[src/rtl/bp_me_nonsynth_tr_done_monitor_pkg.sv]
// Shared types for the multi-LCE trace completion monitor: FSM states and
// verdict codes reported on fail_code_o.
package bp_me_nonsynth_pkg;

  typedef enum logic [1:0] {
    e_tr_mon_idle = 2'd0,
    e_tr_mon_run  = 2'd1,
    e_tr_mon_pass = 2'd2,
    e_tr_mon_fail = 2'd3
  } bp_me_nonsynth_tr_mon_state_e;

  typedef enum logic [1:0] {
    e_tr_mon_fail_none     = 2'd0,
    e_tr_mon_fail_timeout  = 2'd1,
    e_tr_mon_fail_overflow = 2'd2
  } bp_me_nonsynth_tr_mon_fail_e;

endpackage

[src/rtl/bp_me_nonsynth_tr_done_monitor_if.sv]
// Per-channel trace-replay handshake bundle observed by the completion monitor.
// master drives (trace nodes / mock LCEs), slave observes (the monitor).
interface bp_me_nonsynth_tr_done_monitor_if #(
  parameter int num_lce_p = 2
);
  logic [num_lce_p-1:0] tr_done;
  logic [num_lce_p-1:0] op_v;
  logic [num_lce_p-1:0] op_ready;

  modport master (output tr_done, output op_v, output op_ready);
  modport slave  (input  tr_done, input  op_v, input  op_ready);
endinterface

[src/rtl/bp_me_nonsynth_tr_chan_mon.sv]
// One trace channel: saturating completed-op counter, sticky done bit and a
// completion strobe consumed by the top-level idle watchdog.
module bp_me_nonsynth_tr_chan_mon #(
  parameter int op_cnt_width_p = 32
) (
  input  logic                      clk,
  input  logic                      reset_n,
  input  logic                      run,
  input  logic                      tr_done,
  input  logic                      op_v,
  input  logic                      op_ready,
  output logic                      fire,
  output logic                      done,
  output logic                      done_next,
  output logic [op_cnt_width_p-1:0] op_cnt
);

  // Completions and done only matter while the monitor is running, so the
  // counters freeze naturally in IDLE, PASS and FAIL.
  assign fire      = run & op_v & op_ready;
  assign done_next = done | (run & tr_done);

  // Sticky done plus op counter that stops at all-ones instead of wrapping
  always_ff @(posedge clk or negedge reset_n) begin
    if (!reset_n) begin
      done   <= 1'b0;
      op_cnt <= '0;
    end else begin
      done <= done_next;
      if (fire && (op_cnt != '1)) begin
        op_cnt <= op_cnt + 1'b1;
      end
    end
  end

endmodule

[src/rtl/bp_me_nonsynth_tr_done_monitor.sv]
// Multi-LCE trace completion monitor: collects per-channel done/op counts,
// counts RUN clocks, runs an idle watchdog and issues a single verdict.
module bp_me_nonsynth_tr_done_monitor
  import bp_me_nonsynth_pkg::*;
#(
  parameter int num_lce_p        = 2,
  parameter int max_clock_cnt_p  = 2**30-1,
  parameter int op_cnt_width_p   = 32,
  parameter int timeout_p        = 100000,
  parameter int bytes_per_op_p   = 64,
  parameter bit finish_on_done_p = 1'b1,
  parameter bit verbose_p        = 1'b1,
  localparam int clock_cnt_width_lp = $clog2(max_clock_cnt_p+1),
  localparam int idle_cnt_width_lp  = (timeout_p > 1) ? $clog2(timeout_p+1) : 1
) (
  input  logic                                clk_i,
  input  logic                                reset_n_i,
  input  logic                                en_i,
  bp_me_nonsynth_tr_done_monitor_if.slave     bus,
  output logic [num_lce_p-1:0]                done_mask_o,
  output logic [num_lce_p*op_cnt_width_p-1:0] op_cnt_o,
  output logic [clock_cnt_width_lp-1:0]       clock_cnt_o,
  output logic                                finish_o,
  output logic                                pass_o,
  output logic                                fail_o,
  output logic [1:0]                          fail_code_o
);

  localparam logic [clock_cnt_width_lp-1:0] clock_max_lp =
    clock_cnt_width_lp'(max_clock_cnt_p);
  localparam logic [idle_cnt_width_lp-1:0] idle_limit_lp =
    (timeout_p > 0) ? idle_cnt_width_lp'(timeout_p-1) : '0;

  bp_me_nonsynth_tr_mon_state_e state_r;
  logic [idle_cnt_width_lp-1:0] idle_cnt_r;
  logic [num_lce_p-1:0]         fire;
  logic [num_lce_p-1:0]         done_next;
  logic                         run;
  logic                         any_fire;
  logic                         all_done_next;
  logic                         timeout_hit;
  logic                         overflow_hit;

  assign run = (state_r == e_tr_mon_run);

  for (genvar gi = 0; gi < num_lce_p; gi++) begin : chan
    bp_me_nonsynth_tr_chan_mon #(
      .op_cnt_width_p(op_cnt_width_p)
    ) chan_mon (
      .clk      (clk_i),
      .reset_n  (reset_n_i),
      .run      (run),
      .tr_done  (bus.tr_done[gi]),
      .op_v     (bus.op_v[gi]),
      .op_ready (bus.op_ready[gi]),
      .fire     (fire[gi]),
      .done     (done_mask_o[gi]),
      .done_next(done_next[gi]),
      .op_cnt   (op_cnt_o[gi*op_cnt_width_p +: op_cnt_width_p])
    );
  end

  // Verdict conditions, evaluated only in RUN; the FSM applies the priority
  // PASS > timeout > overflow.
  assign any_fire      = |fire;
  assign all_done_next = &done_next;
  assign timeout_hit   = (timeout_p != 0) && !any_fire && (idle_cnt_r == idle_limit_lp);
  assign overflow_hit  = (clock_cnt_o == clock_max_lp);

  // Monitor FSM with registered verdict outputs and RUN-only counters
  always_ff @(posedge clk_i or negedge reset_n_i) begin
    if (!reset_n_i) begin
      state_r     <= e_tr_mon_idle;
      idle_cnt_r  <= '0;
      clock_cnt_o <= '0;
      finish_o    <= 1'b0;
      pass_o      <= 1'b0;
      fail_o      <= 1'b0;
      fail_code_o <= e_tr_mon_fail_none;
    end else begin
      finish_o <= 1'b0;
      case (state_r)
        e_tr_mon_idle: begin
          if (en_i) state_r <= e_tr_mon_run;
        end
        e_tr_mon_run: begin
          if (clock_cnt_o != clock_max_lp) clock_cnt_o <= clock_cnt_o + 1'b1;
          idle_cnt_r <= any_fire ? '0 : idle_cnt_r + 1'b1;
          if (all_done_next) begin
            state_r  <= e_tr_mon_pass;
            pass_o   <= 1'b1;
            finish_o <= 1'b1;
          end else if (timeout_hit) begin
            state_r     <= e_tr_mon_fail;
            fail_o      <= 1'b1;
            fail_code_o <= e_tr_mon_fail_timeout;
            finish_o    <= 1'b1;
          end else if (overflow_hit) begin
            state_r     <= e_tr_mon_fail;
            fail_o      <= 1'b1;
            fail_code_o <= e_tr_mon_fail_overflow;
            finish_o    <= 1'b1;
          end
        end
        default: ;
      endcase
    end
  end

`ifndef SYNTHESIS
  function automatic longint unsigned total_ops();
    longint unsigned sum;
    sum = 0;
    for (int i = 0; i < num_lce_p; i++) begin
      sum += 64'(op_cnt_o[i*op_cnt_width_p +: op_cnt_width_p]);
    end
    return sum;
  endfunction

  // Bandwidth summary and verdict, once, during the first terminal cycle
  always @(posedge clk_i) begin
    if (finish_o) begin
      if (verbose_p) begin
        longint unsigned bytes;
        longint unsigned mbpc;
        bytes = total_ops() * longint'(bytes_per_op_p);
        mbpc  = (clock_cnt_o == '0) ? 0 : (bytes * 1000) / 64'(clock_cnt_o);
        if (pass_o)
          $display("[tr_done_monitor] bytes=%0d clocks=%0d mBPC=%0d Test PASSed",
                   bytes, clock_cnt_o, mbpc);
        else
          $display("[tr_done_monitor] bytes=%0d clocks=%0d mBPC=%0d Test FAILed code %0d",
                   bytes, clock_cnt_o, mbpc, fail_code_o);
      end
      if (finish_on_done_p) $finish;
    end
  end
`endif

endmodule
[src/flat_wrapper.sv]
// flat-port wrapper written by rule: the top's interface ports become plain ports
module bp_me_nonsynth_tr_done_monitor_flat import bp_me_nonsynth_pkg::*;
#(
  parameter int num_lce_p        = 2,
  parameter int max_clock_cnt_p  = 2**30-1,
  parameter int op_cnt_width_p   = 32,
  parameter int timeout_p        = 100000,
  parameter int bytes_per_op_p   = 64,
  parameter bit finish_on_done_p = 1'b1,
  parameter bit verbose_p        = 1'b1,
  localparam int clock_cnt_width_lp = $clog2(max_clock_cnt_p+1),
  localparam int idle_cnt_width_lp  = (timeout_p > 1) ? $clog2(timeout_p+1) : 1
)
  (clk_i, reset_n_i, en_i, done_mask_o, op_cnt_o, clock_cnt_o, finish_o, pass_o, fail_o, fail_code_o, bus_tr_done, bus_op_v, bus_op_ready);
  bp_me_nonsynth_tr_done_monitor_if #(.num_lce_p(num_lce_p)) bus_i ();
  input  logic clk_i;
  input  logic reset_n_i;
  input  logic en_i;
  output logic [num_lce_p-1:0] done_mask_o;
  output logic [num_lce_p*op_cnt_width_p-1:0] op_cnt_o;
  output logic [clock_cnt_width_lp-1:0] clock_cnt_o;
  output logic finish_o;
  output logic pass_o;
  output logic fail_o;
  output logic [1:0] fail_code_o;
  input wire logic [$bits(bus_i.tr_done)-1:0] bus_tr_done;
  input wire logic [$bits(bus_i.op_v)-1:0] bus_op_v;
  input wire logic [$bits(bus_i.op_ready)-1:0] bus_op_ready;
  assign bus_i.tr_done = bus_tr_done;
  assign bus_i.op_v = bus_op_v;
  assign bus_i.op_ready = bus_op_ready;
  bp_me_nonsynth_tr_done_monitor #(.num_lce_p(num_lce_p), .max_clock_cnt_p(max_clock_cnt_p), .op_cnt_width_p(op_cnt_width_p), .timeout_p(timeout_p), .bytes_per_op_p(bytes_per_op_p), .finish_on_done_p(finish_on_done_p), .verbose_p(verbose_p)) u_core (.clk_i(clk_i), .reset_n_i(reset_n_i), .en_i(en_i), .bus(bus_i), .done_mask_o(done_mask_o), .op_cnt_o(op_cnt_o), .clock_cnt_o(clock_cnt_o), .finish_o(finish_o), .pass_o(pass_o), .fail_o(fail_o), .fail_code_o(fail_code_o));
endmodule
[config.mk]
export PLATFORM = sky130hd
export DESIGN_NAME = bp_me_nonsynth_tr_done_monitor_flat
export DESIGN_NICKNAME = d
export VERILOG_FILES = /design/src/rtl/bp_me_nonsynth_tr_done_monitor_pkg.sv /design/src/rtl/bp_me_nonsynth_tr_done_monitor_if.sv /design/src/rtl/bp_me_nonsynth_tr_chan_mon.sv /design/src/rtl/bp_me_nonsynth_tr_done_monitor.sv /design/src/flat_wrapper.sv
export SDC_FILE = /design/constraint.sdc
export NUM_CORES = 1
export LEC_CHECK = 0
export BUFFER_PORTS_ARGS = -buffer_cell sky130_fd_sc_hd__buf_2
export CORE_ASPECT_RATIO = 1.2
export CORE_MARGIN = 2
export CORE_UTILIZATION = 40
export DETAILED_ROUTE_END_ITERATION = 12
export PLACE_DENSITY = 0.68
export SYNTH_ARGS = -nofsm -noshare
export SYNTH_HDL_FRONTEND = slang
export SYNTH_HIERARCHICAL = 1
export SYNTH_SLANG_ARGS = --single-unit
export TNS_END_PERCENT = 5
[constraint.sdc]
create_clock -name clk_i -period 5.15 [get_ports clk_i]
set_input_delay 1.03 -clock clk_i [delete_from_list [all_inputs] [get_ports clk_i]]
set_output_delay 1.03 -clock clk_i [all_outputs]
set_load 0.02 [all_outputs]
==> impl_metrics.ini <==
[outcome]
status = completed

[grt]
grt_pass1_wl_mm = 23.20
grt_pass1_vias = 4757
antenna_found_initial = 1
grt_usage_pct = 18.71
grt_max_degree = 86
grt_overflow = 0

[worst_hold_path]
hp-class = reg -> reg

[drt]
routed_wl_mm = 14.14
via_per_inst = 5.294
ant_nets = 0
wire_per_inst_um = 15.57
drc = 0
dr.first_iter.drc_count = 330
vias = 4807
drt_pass1_iterations = 7

[placement]
hpwl_mm = 10.25
placedInstanceArea_mm2 = 0.006735
io_buffers = 109
gp_congestion = 0.8505
post-place-ws_ns = 2.087

[pwr]
peakVddDrop_uv = 167.9
leakage_nw = 3.540
p_per_area_mw_per_mm2 = 284.3

[die]
die_w_um = 115.3
core_mm2 = 0.01447
ioPinCount = 110
die_h_um = 137.5
row_count = 48
die_area_mm2 = 0.01585
start_util_pct = 41.05

[yosys]
ys_seq_area_share_pct = 50.54
synthCells = 570
synth.distinct_cells = 51
yosys_warnings = 6
syn_nets = 583
synth.area.top_cells = dfrtp_1 (51%), xor2_1 (7.8%), xnor2_1 (7.1%), nand4_1 (3.9%), nor2_1 (3.7%)
syn_avg_cell_area_um2 = 10.42
ys.flop_type = dfrtp_1
synth_top_area_share_pct = 50.54
synth_area_leader_cell = dfrtp_1
synth-edff-count = 0
syn_area_mm2 = 0.005942
synth-seq-cells = 120
synthArstFlopShare_pct = 100.0

[cts]
htree_num_levels = 4
clock_latency_ns = 0.42
root_buffer = clkbuf_16
cts.clk_slew.worst_paths_ns = 0.05
cts_made_buffers = 17
post_cts_resized = 0
cts_sinks = 120
cts_tree = built
cts_hold_buf = 0
ctsLongestPathBuffers = 2
cts_setup_buffers = 0

[cells_and_area]
syn_to_final_growth_pct = 22.68
fin_nets = 709
drive_gt1_share_pct = 22.52
postLayoutCellArea_mm2 = 0.007289

[timing]
final-max-slew-violation-count = 0
tightest_slew_ns = 1.081
finClkSkew_ns = 0.01662
fin_hold_ws_ns = 0.4722
layout_setup_ws_ns = 2.032
period_needed_ns = 3.118
period_share_pct = 60.55
rsz0062_at_grt = false
maxSlewHeadroom_pct = 27.92
hold_violations = 0
fmax_ghz = 0.3207
setup_viol = 0
setup_tns_ns = 0

[job]
cap_viol_max_count = 0

[setup_path]
critPathTopFamily = simple AND/OR/NAND/NOR gates
path_class = reg -> reg
path_common_cell = nand3_1
end_kind = register
cp_data_required_time_ns = 5.46
crit_chain = nand2b_1 -> clkinv_1 -> nand3_1 -> inv_1 -> nor2_1 -> nand3_1 -> nor4_1 -> nand3_1 -> o21a_1
crit_path_top_delay_cell = clkinv_1
crit_buf_inv = 2
crit_arrival_ns = 3.43
critPathLaunchType = register
critPathMaxStageDelay_ns = 0.54
crit_fanout = 12
[cells by family after synthesis]
family	after synthesis	share of synthesized area, %
buf+inv	15	0.9685
compound gates	28	4.106
mux	3	0.6949
flops	120	50.54
xor+xnor	101	14.89
simple gates	299	27.96
fa+ha+maj	4	0.8423
[cell usage after synthesis, types with 4 or more instances]
cell type  number
dfrtp_1       120
nor2_1         58
nand3_1        43
nand4_1        37
nor3b_1         4
nand2_1        54
or3_1           6
inv_1          11
and3_1          9
nor4b_1         4
xor2_1         53
o21ai_0         5
and4_1         18
ha_1            4
nor3_1         24
nor4_1         12
xnor2_1        48
[final cells by class]
class	instances	area, µm²
Timing Repair Buffer	110	555.5
Tap cell	200	250.2
Inverter	12	45.04
Clock buffer	26	509.2
Clock inverter	3	40.04
Fill cell	1343	7184
Antenna cell	2	5.005
Sequential cell	120	3003
Multi-Input combinational cell	435	2882
[power by group]
part           total (mW)  leakage [nW]  internal (mW)  switching [mW]
Combinational      0.0218          1.71        0.00279          0.0190
Clock                1.11         0.272          0.717           0.389
Sequential          0.944          1.56          0.944               0
[state kept, by name, indices dropped and copies added, names as in the netlist, 2 cells and up]
register,flops
u_core/chan.chan_mon/done,2
u_core/chan.chan_mon/op_cnt,64
u_core/clock_cnt_o,30
u_core/fail_code_o,2
u_core/idle_cnt_r,17
u_core/state_r,2
[routing by layer]
layer	routed length, µm	GRT usage, %	part of all wire (%)
met1	6240	23.61	44
met2	6947	30.52	49
met3	707	4.883	5.0
met4	240	7.697	1.7
met5	0	0	0
[through the flow]
step                      utilization (%)  cells  power [mW]
after floorplan                         -    570      0.9604
after global placement              46.53    877      0.9829
after detailed placement            46.53    877      0.9836
after CTS                           50.33    906       2.100
after global routing                50.33    906       2.149
final                               50.36    908       2.072
[cell usage in the layout (no fill, tap or decap), types with 17 or more instances in the layout]
cell type,n
nand3_1,43
nand2_1,54
nor2_1,58
nor3_1,24
nand4_1,37
xnor2_1,48
clkbuf_16,17
buf_2,108
dfrtp_1,120
and4_1,18
xor2_1,53
[final timing paths]
| check | from | to | slack, ns | depth (start not counted) |
|---|---|---|---|---|
| worst min register to register | u_core/chan[1].chan_mon/done | u_core/chan[1].chan_mon/done | 0.47 | 1 |
| worst max register to register | u_core/state_r[1] | u_core/fail_code_o[1] | 2.03 | 9 |
| min in group asynchronous | reset_n_i | u_core/idle_cnt_r[15] | 0.81 | 1 |
| max in group asynchronous | reset_n_i | u_core/chan[0].chan_mon/op_cnt[4] | 3.22 | 2 |
| worst max-delay path | u_core/state_r[1] | u_core/fail_code_o[1] | 2.03 | 9 |
| worst min-delay path | u_core/chan[1].chan_mon/done | u_core/chan[1].chan_mon/done | 0.47 | 1 |
Power figures use the tool's default switching activity.
